### config.mk
export PLATFORM = sky130hd
export DESIGN_NAME = mc_control_fsm
export DESIGN_NICKNAME = d
export VERILOG_FILES = /design/src/rtl/riscv_mc_pkg.sv /design/src/rtl/mc_control_fsm_alu_decoder.sv /design/src/rtl/mc_control_fsm.sv
export SDC_FILE = /design/constraint.sdc
export NUM_CORES = 1
export LEC_CHECK = 0
export CAP_MARGIN = 20
export CORE_MARGIN = 2
export CORE_UTILIZATION = 43
export DETAILED_ROUTE_END_ITERATION = 12
export PLACE_DENSITY = 0.8
export SLEW_MARGIN = 10
export SYNTH_ARGS = -nofsm -noshare
export SYNTH_HDL_FRONTEND = slang
export SYNTH_HIERARCHICAL = 1
export SYNTH_SLANG_ARGS = --single-unit
### constraint.sdc
create_clock -name clk -period 2.65 [get_ports clk]
set_clock_uncertainty 0.2 [all_clocks]
set_input_delay 0.3975 -clock clk [delete_from_list [all_inputs] [get_ports clk]]
set_output_delay 0.3975 -clock clk [all_outputs]
set_load 0.05 [all_outputs]
### src/rtl/riscv_mc_pkg.sv
// Shared encodings for the multi-cycle RV32 controller: states, opcodes,
// ALU operations and datapath mux selects.
package riscv_mc_pkg;

  typedef enum logic [3:0] {
    S_FETCH, S_DECODE, S_MEMADR, S_MEMRD, S_MEMWB, S_MEMWR,
    S_EXEC_R, S_EXEC_I, S_ALUWB, S_BEQ, S_JAL, S_HALT
  } state_t;

  typedef enum logic [1:0] {CLASS_OTHER, CLASS_R, CLASS_I} op_class_t;

  localparam logic [6:0] OP_LOAD   = 7'b0000011;
  localparam logic [6:0] OP_STORE  = 7'b0100011;
  localparam logic [6:0] OP_RTYPE  = 7'b0110011;
  localparam logic [6:0] OP_ITYPE  = 7'b0010011;
  localparam logic [6:0] OP_BRANCH = 7'b1100011;
  localparam logic [6:0] OP_JAL    = 7'b1101111;

  localparam logic [2:0] F3_WORD = 3'b010;
  localparam logic [2:0] F3_BEQ  = 3'b000;
  localparam logic [2:0] F3_ADD  = 3'b000;
  localparam logic [2:0] F3_AND  = 3'b111;

  localparam logic [2:0] ALU_ADD = 3'b000;
  localparam logic [2:0] ALU_SUB = 3'b001;
  localparam logic [2:0] ALU_AND = 3'b010;

  localparam logic [1:0] SRC_A_PC     = 2'b00;
  localparam logic [1:0] SRC_A_OLD_PC = 2'b01;
  localparam logic [1:0] SRC_A_RS1    = 2'b10;

  localparam logic [1:0] SRC_B_RS2  = 2'b00;
  localparam logic [1:0] SRC_B_IMM  = 2'b01;
  localparam logic [1:0] SRC_B_FOUR = 2'b10;

  localparam logic [1:0] RES_ALU_OUT = 2'b00;
  localparam logic [1:0] RES_MEM     = 2'b01;
  localparam logic [1:0] RES_ALU     = 2'b10;

  localparam logic [1:0] IMM_I = 2'b00;
  localparam logic [1:0] IMM_S = 2'b01;
  localparam logic [1:0] IMM_B = 2'b10;
  localparam logic [1:0] IMM_J = 2'b11;

  typedef struct packed {
    logic       mem_req;
    logic       mem_write;
    logic       adr_src;
    logic       ir_write;
    logic       pc_write;
    logic       reg_write;
    logic       alu_out_en;
    logic [1:0] alu_src_a;
    logic [1:0] alu_src_b;
    logic [2:0] alu_op;
    logic [1:0] result_src;
    logic       instr_done;
    logic       halted;
  } ctrl_t;

  function automatic logic [1:0] imm_src_of(input logic [6:0] opcode);
    case (opcode)
      OP_STORE:  return IMM_S;
      OP_BRANCH: return IMM_B;
      OP_JAL:    return IMM_J;
      default:   return IMM_I;
    endcase
  endfunction

endpackage

### src/rtl/mc_control_fsm_alu_decoder.sv
// ALU operation select for R- and I-type arithmetic, plus legality of the
// funct fields for those classes.
module alu_decoder
  import riscv_mc_pkg::*;
(
  input  op_class_t  op_class,
  input  logic [2:0] funct3,
  input  logic       funct7b5,
  output logic [2:0] alu_op,
  output logic       illegal
);

  always_comb begin
    // NOTE: every output gets a default first so no path leaves it unassigned (no latch).
    alu_op  = ALU_ADD;
    illegal = 1'b0;
    case (op_class)
      CLASS_R: begin
        case (funct3)
          F3_ADD:  alu_op = funct7b5 ? ALU_SUB : ALU_ADD;
          F3_AND:  if (funct7b5) illegal = 1'b1; else alu_op = ALU_AND;
          default: illegal = 1'b1;
        endcase
      end
      CLASS_I: begin
        case (funct3)
          F3_ADD:  alu_op = ALU_ADD;
          F3_AND:  alu_op = ALU_AND;
          default: illegal = 1'b1;
        endcase
      end
      default: ;
    endcase
  end

endmodule

### src/rtl/mc_control_fsm.sv
// Multi-cycle RV32 main controller: sequences each instruction and drives the
// ALU, operand muxes, memory/register enables and PC/IR strobes.
module mc_control_fsm
  import riscv_mc_pkg::*;
(
  input  logic       clk,
  input  logic       rst,
  input  logic [6:0] opcode,
  input  logic [2:0] funct3,
  input  logic       funct7b5,
  input  logic       zero,
  input  logic       mem_ready,
  output logic       mem_req,
  output logic       mem_write,
  output logic       adr_src,
  output logic       ir_write,
  output logic       pc_write,
  output logic       reg_write,
  output logic       alu_out_en,
  output logic [1:0] alu_src_a,
  output logic [1:0] alu_src_b,
  output logic [2:0] alu_op,
  output logic [1:0] result_src,
  output logic [1:0] imm_src,
  output logic       instr_done,
  output logic       halted
);

  state_t     state;
  ctrl_t      ctrl;
  op_class_t  op_class;
  logic [2:0] dec_op;
  logic       dec_illegal;

  assign op_class = (opcode == OP_RTYPE) ? CLASS_R :
                    (opcode == OP_ITYPE) ? CLASS_I : CLASS_OTHER;

  alu_decoder u_alu_decoder (
    .op_class (op_class),
    .funct3   (funct3),
    .funct7b5 (funct7b5),
    .alu_op   (dec_op),
    .illegal  (dec_illegal)
  );

  always_ff @(posedge clk) begin
    // NOTE: state registers use non-blocking assignment so every flop samples pre-edge values.
    if (rst) begin
      state <= S_FETCH;
    end else begin
      case (state)
        S_FETCH:  if (mem_ready) state <= S_DECODE;
        S_DECODE: begin
          case (opcode)
            OP_LOAD, OP_STORE: state <= (funct3 == F3_WORD) ? S_MEMADR : S_HALT;
            OP_RTYPE:  state <= dec_illegal ? S_HALT : S_EXEC_R;
            OP_ITYPE:  state <= dec_illegal ? S_HALT : S_EXEC_I;
            OP_BRANCH: state <= (funct3 == F3_BEQ) ? S_BEQ : S_HALT;
            OP_JAL:    state <= S_JAL;
            default:   state <= S_HALT;
          endcase
        end
        S_MEMADR: state <= (opcode == OP_LOAD) ? S_MEMRD : S_MEMWR;
        S_MEMRD:  if (mem_ready) state <= S_MEMWB;
        S_MEMWB:  state <= S_FETCH;
        S_MEMWR:  if (mem_ready) state <= S_FETCH;
        S_EXEC_R, S_EXEC_I, S_JAL: state <= S_ALUWB;
        S_ALUWB, S_BEQ: state <= S_FETCH;
        default:  state <= S_HALT;
      endcase
    end
  end

  // Moore decode; only the mem_ready- and zero-qualified strobes look at inputs.
  // Holding rst forces everything quiet so an abandoned instruction writes nothing.
  always_comb begin
    ctrl = '0;
    if (!rst) begin
      case (state)
        S_FETCH: begin
          ctrl.mem_req    = 1'b1;
          ctrl.alu_src_a  = SRC_A_PC;
          ctrl.alu_src_b  = SRC_B_FOUR;
          ctrl.result_src = RES_ALU;
          ctrl.ir_write   = mem_ready;
          ctrl.pc_write   = mem_ready;
        end
        S_DECODE: begin
          ctrl.alu_src_a  = SRC_A_OLD_PC;
          ctrl.alu_src_b  = SRC_B_IMM;
          ctrl.alu_out_en = 1'b1;
        end
        S_MEMADR: begin
          ctrl.alu_src_a  = SRC_A_RS1;
          ctrl.alu_src_b  = SRC_B_IMM;
          ctrl.alu_out_en = 1'b1;
        end
        S_MEMRD: begin
          ctrl.mem_req    = 1'b1;
          ctrl.adr_src    = 1'b1;
          ctrl.result_src = RES_ALU_OUT;
        end
        S_MEMWB: begin
          ctrl.result_src = RES_MEM;
          ctrl.reg_write  = 1'b1;
          ctrl.instr_done = 1'b1;
        end
        S_MEMWR: begin
          ctrl.mem_req    = 1'b1;
          ctrl.mem_write  = 1'b1;
          ctrl.adr_src    = 1'b1;
          ctrl.instr_done = mem_ready;
        end
        S_EXEC_R, S_EXEC_I: begin
          ctrl.alu_src_a  = SRC_A_RS1;
          ctrl.alu_src_b  = (state == S_EXEC_R) ? SRC_B_RS2 : SRC_B_IMM;
          ctrl.alu_op     = dec_op;
          ctrl.alu_out_en = 1'b1;
        end
        S_ALUWB: begin
          ctrl.result_src = RES_ALU_OUT;
          ctrl.reg_write  = 1'b1;
          ctrl.instr_done = 1'b1;
        end
        S_BEQ: begin
          ctrl.alu_src_a  = SRC_A_RS1;
          ctrl.alu_src_b  = SRC_B_RS2;
          ctrl.alu_op     = ALU_SUB;
          ctrl.result_src = RES_ALU_OUT;
          ctrl.instr_done = 1'b1;
          ctrl.pc_write   = zero;
        end
        S_JAL: begin
          ctrl.alu_src_a  = SRC_A_OLD_PC;
          ctrl.alu_src_b  = SRC_B_FOUR;
          ctrl.result_src = RES_ALU_OUT;
          ctrl.pc_write   = 1'b1;
          ctrl.alu_out_en = 1'b1;
        end
        S_HALT:  ctrl.halted = 1'b1;
        default: ;
      endcase
    end
  end

  assign mem_req    = ctrl.mem_req;
  assign mem_write  = ctrl.mem_write;
  assign adr_src    = ctrl.adr_src;
  assign ir_write   = ctrl.ir_write;
  assign pc_write   = ctrl.pc_write;
  assign reg_write  = ctrl.reg_write;
  assign alu_out_en = ctrl.alu_out_en;
  assign alu_src_a  = ctrl.alu_src_a;
  assign alu_src_b  = ctrl.alu_src_b;
  assign alu_op     = ctrl.alu_op;
  assign result_src = ctrl.result_src;
  assign instr_done = ctrl.instr_done;
  assign halted     = ctrl.halted;
  assign imm_src    = rst ? IMM_I : imm_src_of(opcode);

endmodule

==> results of run 1 <==
## how the worst max path moves through the flow
| stage | start | endpoint | slack, ns | cells after the start |
|---|---|---|---|---|
| after floorplan | opcode[2] | alu_op[1] | -0.11 | 7 |
| after global placement | opcode[2] | alu_op[0] | -0.30 | 10 |
| after detailed placement | opcode[2] | alu_op[0] | -0.45 | 10 |
| after CTS | opcode[1] | alu_op[0] | 0.008 | 11 |
| after global routing | opcode[3] | alu_op[0] | -0.008 | 11 |
| final | opcode[1] | alu_op[1] | 0.04 | 9 |
## synthesized netlist by cell type (all sizes together) (3+ instances only)
cell type  count  area (µm²)
and3           3       18.77
mux2i          3       30.03
nor4           6       37.54
nor3b          3       27.52
a21oi          9       45.04
nor3          11       60.06
o21ai          4       20.01
nand3          6       30.03
nand2         10       37.54
inv           11       41.29
nor2b          3       18.77
dfxtp          4       80.08
buf            9       52.54
nor2          12       45.04
## final cells by class
cell class | instances | area share, %
timing repair buffer | 52 | 38.62
clock buffer | 3 | 1.413
sequential | 4 | 5.181
tap | 27 | 2.119
inverter | 11 | 2.590
multi-input combinational | 106 | 50.08
## power groups by stage
| stage | clock [W] | combinational (W) | sequential (W) |
|---|---|---|---|
| after floorplan | 0 | 0.000770 | 0.000107 |
| after global placement | 0 | 0.00105 | 0.000192 |
| after detailed placement | 0 | 0.00107 | 0.000199 |
| after CTS | 0.0000801 | 0.00108 | 0.000197 |
| after global routing | 0.0000840 | 0.00115 | 0.000215 |
| final | 0.0000806 | 0.00109 | 0.000205 |
## repair_timing
action,in CTS,in global routing
buffers inserted,1,1
setup endpoints to repair,4,4
pin swaps,8,7
gates resized for setup,31,5
## per-layer routing
metal	global-route usage, %	share of wire (%)	wire (µm)	vias up
li1	-	-	-	578
met1	29.43	35	1176	588
met2	59.82	54	1815	88
met3	7.099	8.3	279	19
met4	11.90	3.0	102	0
met5	0	0	0	-
## cells in the final DEF (no fill, tap or decap), drive strengths merged, types with 2 or more instances in the layout
master,Yosys,routed
a211oi,2,2
a21oi,9,9
a31oi,2,2
and2,2,2
and3,3,3
buf,9,41
clkbuf,2,3
clkdlybuf4s50,0,7
dfxtp,4,4
dlygate4sd2,0,3
ha,2,2
inv,11,11
mux2i,3,3
nand2,10,10
nand3,6,6
nor2,12,12
nor2b,3,3
nor3,11,11
nor3b,3,3
nor4,6,6
o211a,2,2
o211ai,2,2
o21ai,4,4
or3b,2,2
xor2,2,2
## kinds of logic after synthesis
group,Yosys count
other cells,1
buf+inv,22
compound gates,32
fa+ha+maj,2
simple gates,65
mux,3
xor+xnor,3
flops,4
## worst register-to-register path: cells and delay by family, from the launching register on
kind            cells  cell delay [ns]
flops               1             0.48
compound gates      1             0.42
simple gates        1             0.65
## per-stage QoR
stage	power, W	hold slack, ns	setup slack, ns	util (%)
floorplan	0.0008764	0.3555	-0.1142	-
global placement	0.001240	0.4218	-0.2969	77.02
detailed placement	0.001273	0.4287	-0.4526	77.02
CTS	0.001359	0.4339	0.008478	82.23
global route	0.001453	0.4884	-0.008431	82.94
finish	0.001372	0.4395	0.03864	82.94
==> metrics.cfg, run 1 <==
[global_route]
grtUsageTotal_pct = 30.18
grt_max_degree = 21
overflow = 0
grt_pass1_wl_um = 5671
grt_pass1_vias = 1271
antenna_found_initial = 0

[floorplan]
die-area_mm2 = 0.002363
io_pins = 35
die_h_um = 48.61
die_w_um = 48.61
rows = 16
initial_core_util_pct = 44.53
coreArea_mm2 = 0.001922

[cells_and_area]
fin_cells = 203
multi_input_area_um2 = 798.3
design_area_mm2 = 0.001594
regMostFlops = state
seqCellArea_um2 = 82.58
drive_gt1_share_pct = 38.07
area_growth_pct = 86.26
fillCellCount = 129
nets = 195
antennaDiodeCount = 0
largest_reg_flops = 4
reg_top3 = state (4)

[worst_setup_path]
crit_slowest_cell = nor3b_4
r2r_start = state[3]$_SDFFE_PP0P_
end_kind = output pin
cp_slowest_stage_delay_ns = 0.26
crit_type = primary input to output pin
cp_max_fo = 3
crit_family = simple AND/OR/NAND/NOR gates
worst_setup_path_start_kind = primary input
crit_chain = clkdlybuf4s15_2, nand4bb_4, nor2_4, and3_4, inv_2, ha_4, nor3_2, nor3b_4, buf_12
rrSetupSlack_ns = 0.75
r2r_cells = 2
critPathRequiredTime_ns = 2.05
arrival_ns = 2.01
crit_buf_inv = 3
reg2reg_to = state[0]$_SDFFE_PP0P_

[logic_synthesis]
async_reset_ff_share_pct = 0
yosys_warnings = 6
synth_compound_area_share_pct = 26.17
syn_inst = 132
ys_seq_elements = 4
synthFlopType = dfxtp_1
syn_area_um2 = 855.8
synth_cell_types = 50
yosys.area_share.simple_pct = 42.69
synthAdderAreaFrac_pct = 2.924
synth_top_family_by_area = simple AND/OR/NAND/NOR gates
synth_fp_nets = 149
avgSynthCellArea_um2 = 6.483
synth_edf_count = 0
ys_seq_area_share_pct = 9.357
muxShareOfSynthArea_pct = 3.509
synthXorXnorAreaFrac_pct = 3.070

[min_path]
whs_path_depth = 2
worstHoldEndpoint = state[2]$_SDFFE_PP0P_
holdCritStartpoint = state[2]$_SDFFE_PP0P_
hold_class = flip-flop to flip-flop

[timing]
slew_headroom_pct = -2.207
fin_crit_ns = 2.611
setup-violations-final = 0
final.period_utilization_pct = 98.54
tightest_slew_ns = 1.530
drv_slew = 1
tns_ns = 0
max_freq_mhz = 382.9
finalHoldViolCount = 0

[clock_network]
cts_buffer_depth = 2
cts_tree = done
clkLatencyLatePin_ns = 0.25
htree_levels = 1
cts_sinks = 4
cts_buffers = 3
cts_hold_buf = 0
root_buffer = clkbuf_4
path_clk_slew_ns = 0.05

[pwr]
pwr-share-seq_pct = 15.0
pwr-share-comb_pct = 79.2
p_int_w = 0.0006134
clockPowerShare_pct = 5.9
p_leak_nw = 0.6611
powerDensity_mw_per_mm2 = 860.4
switching_share_pct = 55.28
p_sw_w = 0.0007581
ir_worst_vdd_mv = 0.6607

[place]
place_inst = 198
portBuffers = 33
placed_area_mm2 = 0.001480
gp_congestion = 0.8714
hpwl_um = 2298

[outcome]
status = finished, violations left
violations = slew limit

[routing]
route.detailed.drc = 0
via_per_inst = 6.271
routedWlPerCell_um = 16.62
drtIter0Drc = 75
vias = 1273
drt_wl_total_um = 3374
antenna_left = 0
drt-pass1-iter-count = 4

[job]
drv_cap = 0

Note: power is estimated with default switching activity, not from simulation.
==> run 2, diff against run 1 <==
--- a/config.mk
+++ b/config.mk
@@ -6,10 +6,9 @@
 export NUM_CORES = 1
 export LEC_CHECK = 0
 export CAP_MARGIN = 20
-export CORE_MARGIN = 2
 export CORE_UTILIZATION = 43
 export DETAILED_ROUTE_END_ITERATION = 12
-export PLACE_DENSITY = 0.8
+export PLACE_DENSITY = 0.88
 export SLEW_MARGIN = 10
 export SYNTH_ARGS = -nofsm -noshare
 export SYNTH_HDL_FRONTEND = slang
==> run 2 against run 1 <==
  * The run ends with slew limit, setup timing left
  * Critical path type unchanged
  * Sequential cell count stayed put
  * Final cell count is 0.49% lower
  * Largest power group unchanged
  * Via count up 1.8%
  * Design area rose by 1.6%
==> metrics.cfg, run 2 (synthesis results as in run 1) <==
[outcome]
status = finished, violations left
violations = slew limit, setup timing

[cells_and_area]
largest_reg_flops = 4
multi_input_area_um2 = 807.0
area_growth_pct = 89.33
final_cell_mix = buf_4 (19), buf_12 (16), nor2_1 (11)
seqCellArea_um2 = 81.33
antennaDiodeCount = 0
fillCellCount = 87
reg_top3 = state (4)
nets = 196
final_core_util_pct = 89.93
drive_gt1_share_pct = 38.98
regMostFlops = state
final_common_cell = buf_4

[place]
hpwl_um = 2396
gp_congestion = 0.8887
portBuffers = 33

[timing]
rsz0062_at_grt = yes
max_freq_mhz = 373.5
drv_slew = 1
tightest_slew_ns = 1.577
fin_crit_ns = 2.677
finalWorstSetupSlack_ns = -0.02720
finalHoldViolCount = 0
final.period_utilization_pct = 101.0
hold_slack_ns = 0.4809
slew_headroom_pct = -5.367
setup-violations-final = 1

[clock_network]
cts_buffers = 3
path_clk_slew_ns = 0.04
cts_buffer_depth = 2
htree_levels = 1
cts_tree = done
cts_sinks = 4
clkLatencyLatePin_ns = 0.24
root_buffer = clkbuf_4
cts_hold_buf = 0

[pwr]
pwr-share-seq_pct = 13.7
powerDensity_mw_per_mm2 = 858.1
clockPowerShare_pct = 5.6
p_sw_w = 0.0007791
pwr-share-comb_pct = 80.7
p_leak_nw = 0.6543
p_int_w = 0.0006113
switching_share_pct = 56.03
ir_worst_vdd_mv = 0.5335

[floorplan]
rows = 15
die-area_mm2 = 0.002172
coreArea_mm2 = 0.001802
io_pins = 35
die_h_um = 46.61
die_w_um = 46.61
initial_core_util_pct = 47.50

[global_route]
grt_max_degree = 19
grt_pass1_vias = 1200
overflow = 0
grt_pass1_wl_um = 5575
antenna_found_initial = 0
grtUsageTotal_pct = 35.66

[routing]
drt_wl_total_um = 3660
route.detailed.drc = 0
drt-pass1-iter-count = 7
wl_met2_um = 1922
met1_length_um = 1329
vias = 1296
antenna_left = 0
routedWlPerCell_um = 18.12
drtIter0Drc = 82
via_per_inst = 6.416
top_layer_used = met4
wl_met3_um = 304

[worst_setup_path]
crit_slowest_cell = nand4bb_4
cp_slowest_stage_delay_ns = 0.24
cp_max_fo = 3
r2r_cells = 4
worst_setup_path_start_kind = primary input
crit_top_cell = buf_6
end_kind = output pin
critPathRequiredTime_ns = 2.05
crit_type = primary input to output pin
arrival_ns = 2.08
crit_chain = buf_6, nand4bb_4, buf_6, nor2_4, and3_4, buf_6, ha_4, nand2_4, nor3b_2, nand3_2, a21oi_4, buf_12

[min_path]
hold_class = flip-flop to flip-flop
whs_path_depth = 2

[job]
drv_cap = 0

-- run 2: cell types whose count changed in the layout (fill, tap and decap cells not counted), sizes merged --
cell and change:
clkdlybuf4s15 -1, buf +2
-- run 2: final cells by class --
| class | count | share of cell area, % |
|---|---|---|
| repair buffers | 53 | 39.31 |
| clock buffers | 3 | 1.390 |
| well taps | 25 | 1.931 |
| inverters | 11 | 2.548 |
| flip-flops and latches | 4 | 5.019 |
| multi-input cells | 106 | 49.81 |
-- run 2: critical path, delay by kind of cell --
family,cells,cell delay [ns]
and+or+nand+nor,6,0.89
buffers and inverters,4,0.50
AOI/OAI and AO/OA,1,0.16
adders and majority gates,1,0.15
-- run 2: through the flow --
| stage | setup WS (ns) | instances | total power (W) | instance area, µm² | setup TNS, ns |
|---|---|---|---|---|---|
| 2_1_floorplan | -0.1142 | 132 | 0.0008764 | 895.9 | -0.1853 |
| 3_3_place_gp | -0.3204 | 195 | 0.001235 | 1470 | -1.191 |
| 3_5_place_dp | -0.4437 | 195 | 0.001278 | 1470 | -1.795 |
| 4_1_cts | -0.01380 | 202 | 0.001365 | 1592 | -0.01380 |
| 5_1_grt | -0.08555 | 202 | 0.001468 | 1620 | -0.08634 |
| 6_report | -0.02720 | 202 | 0.001390 | 1620 | -0.02720 |
-- run 2: per-layer routing --
layer	vias to the layer above	GRT usage (%)
met5	-	0
met4	0	10.86
met2	106	68.61
met3	21	4.314
li1	571	-
met1	598	39.63
-- run 2: path summary, 6_finish.rpt --
path | startpoint | end | slack [ns]
hold reg to reg | state[1]$_SDFFE_PP0P_ | state[1]$_SDFFE_PP0P_ | 0.48
setup reg to reg | state[0]$_SDFFE_PP0P_ | state[2]$_SDFFE_PP0P_ | 0.69
setup / recovery | opcode[2] | alu_op[0] | -0.03
hold / removal | state[1]$_SDFFE_PP0P_ | state[1]$_SDFFE_PP0P_ | 0.48
-- run 2: what timing repair did --
| action | in CTS | in global routing |
|---|---|---|
| pin swaps | 8 | 8 |
| buffers inserted | 4 | 0 |
| gates resized for setup | 34 | 8 |
| endpoints found under the setup margin | 5 | 4 |
-- run 2: power by group through the flow --
stage | clock network [W] | registers, W | logic, W
3_3_place_gp | 0 | 0.000181 | 0.00105
5_1_grt | 0.0000836 | 0.000197 | 0.00119
4_1_cts | 0.0000801 | 0.000184 | 0.00110
2_1_floorplan | 0 | 0.000107 | 0.000770
6_report | 0.0000777 | 0.000190 | 0.00112
3_5_place_dp | 0 | 0.000186 | 0.00109
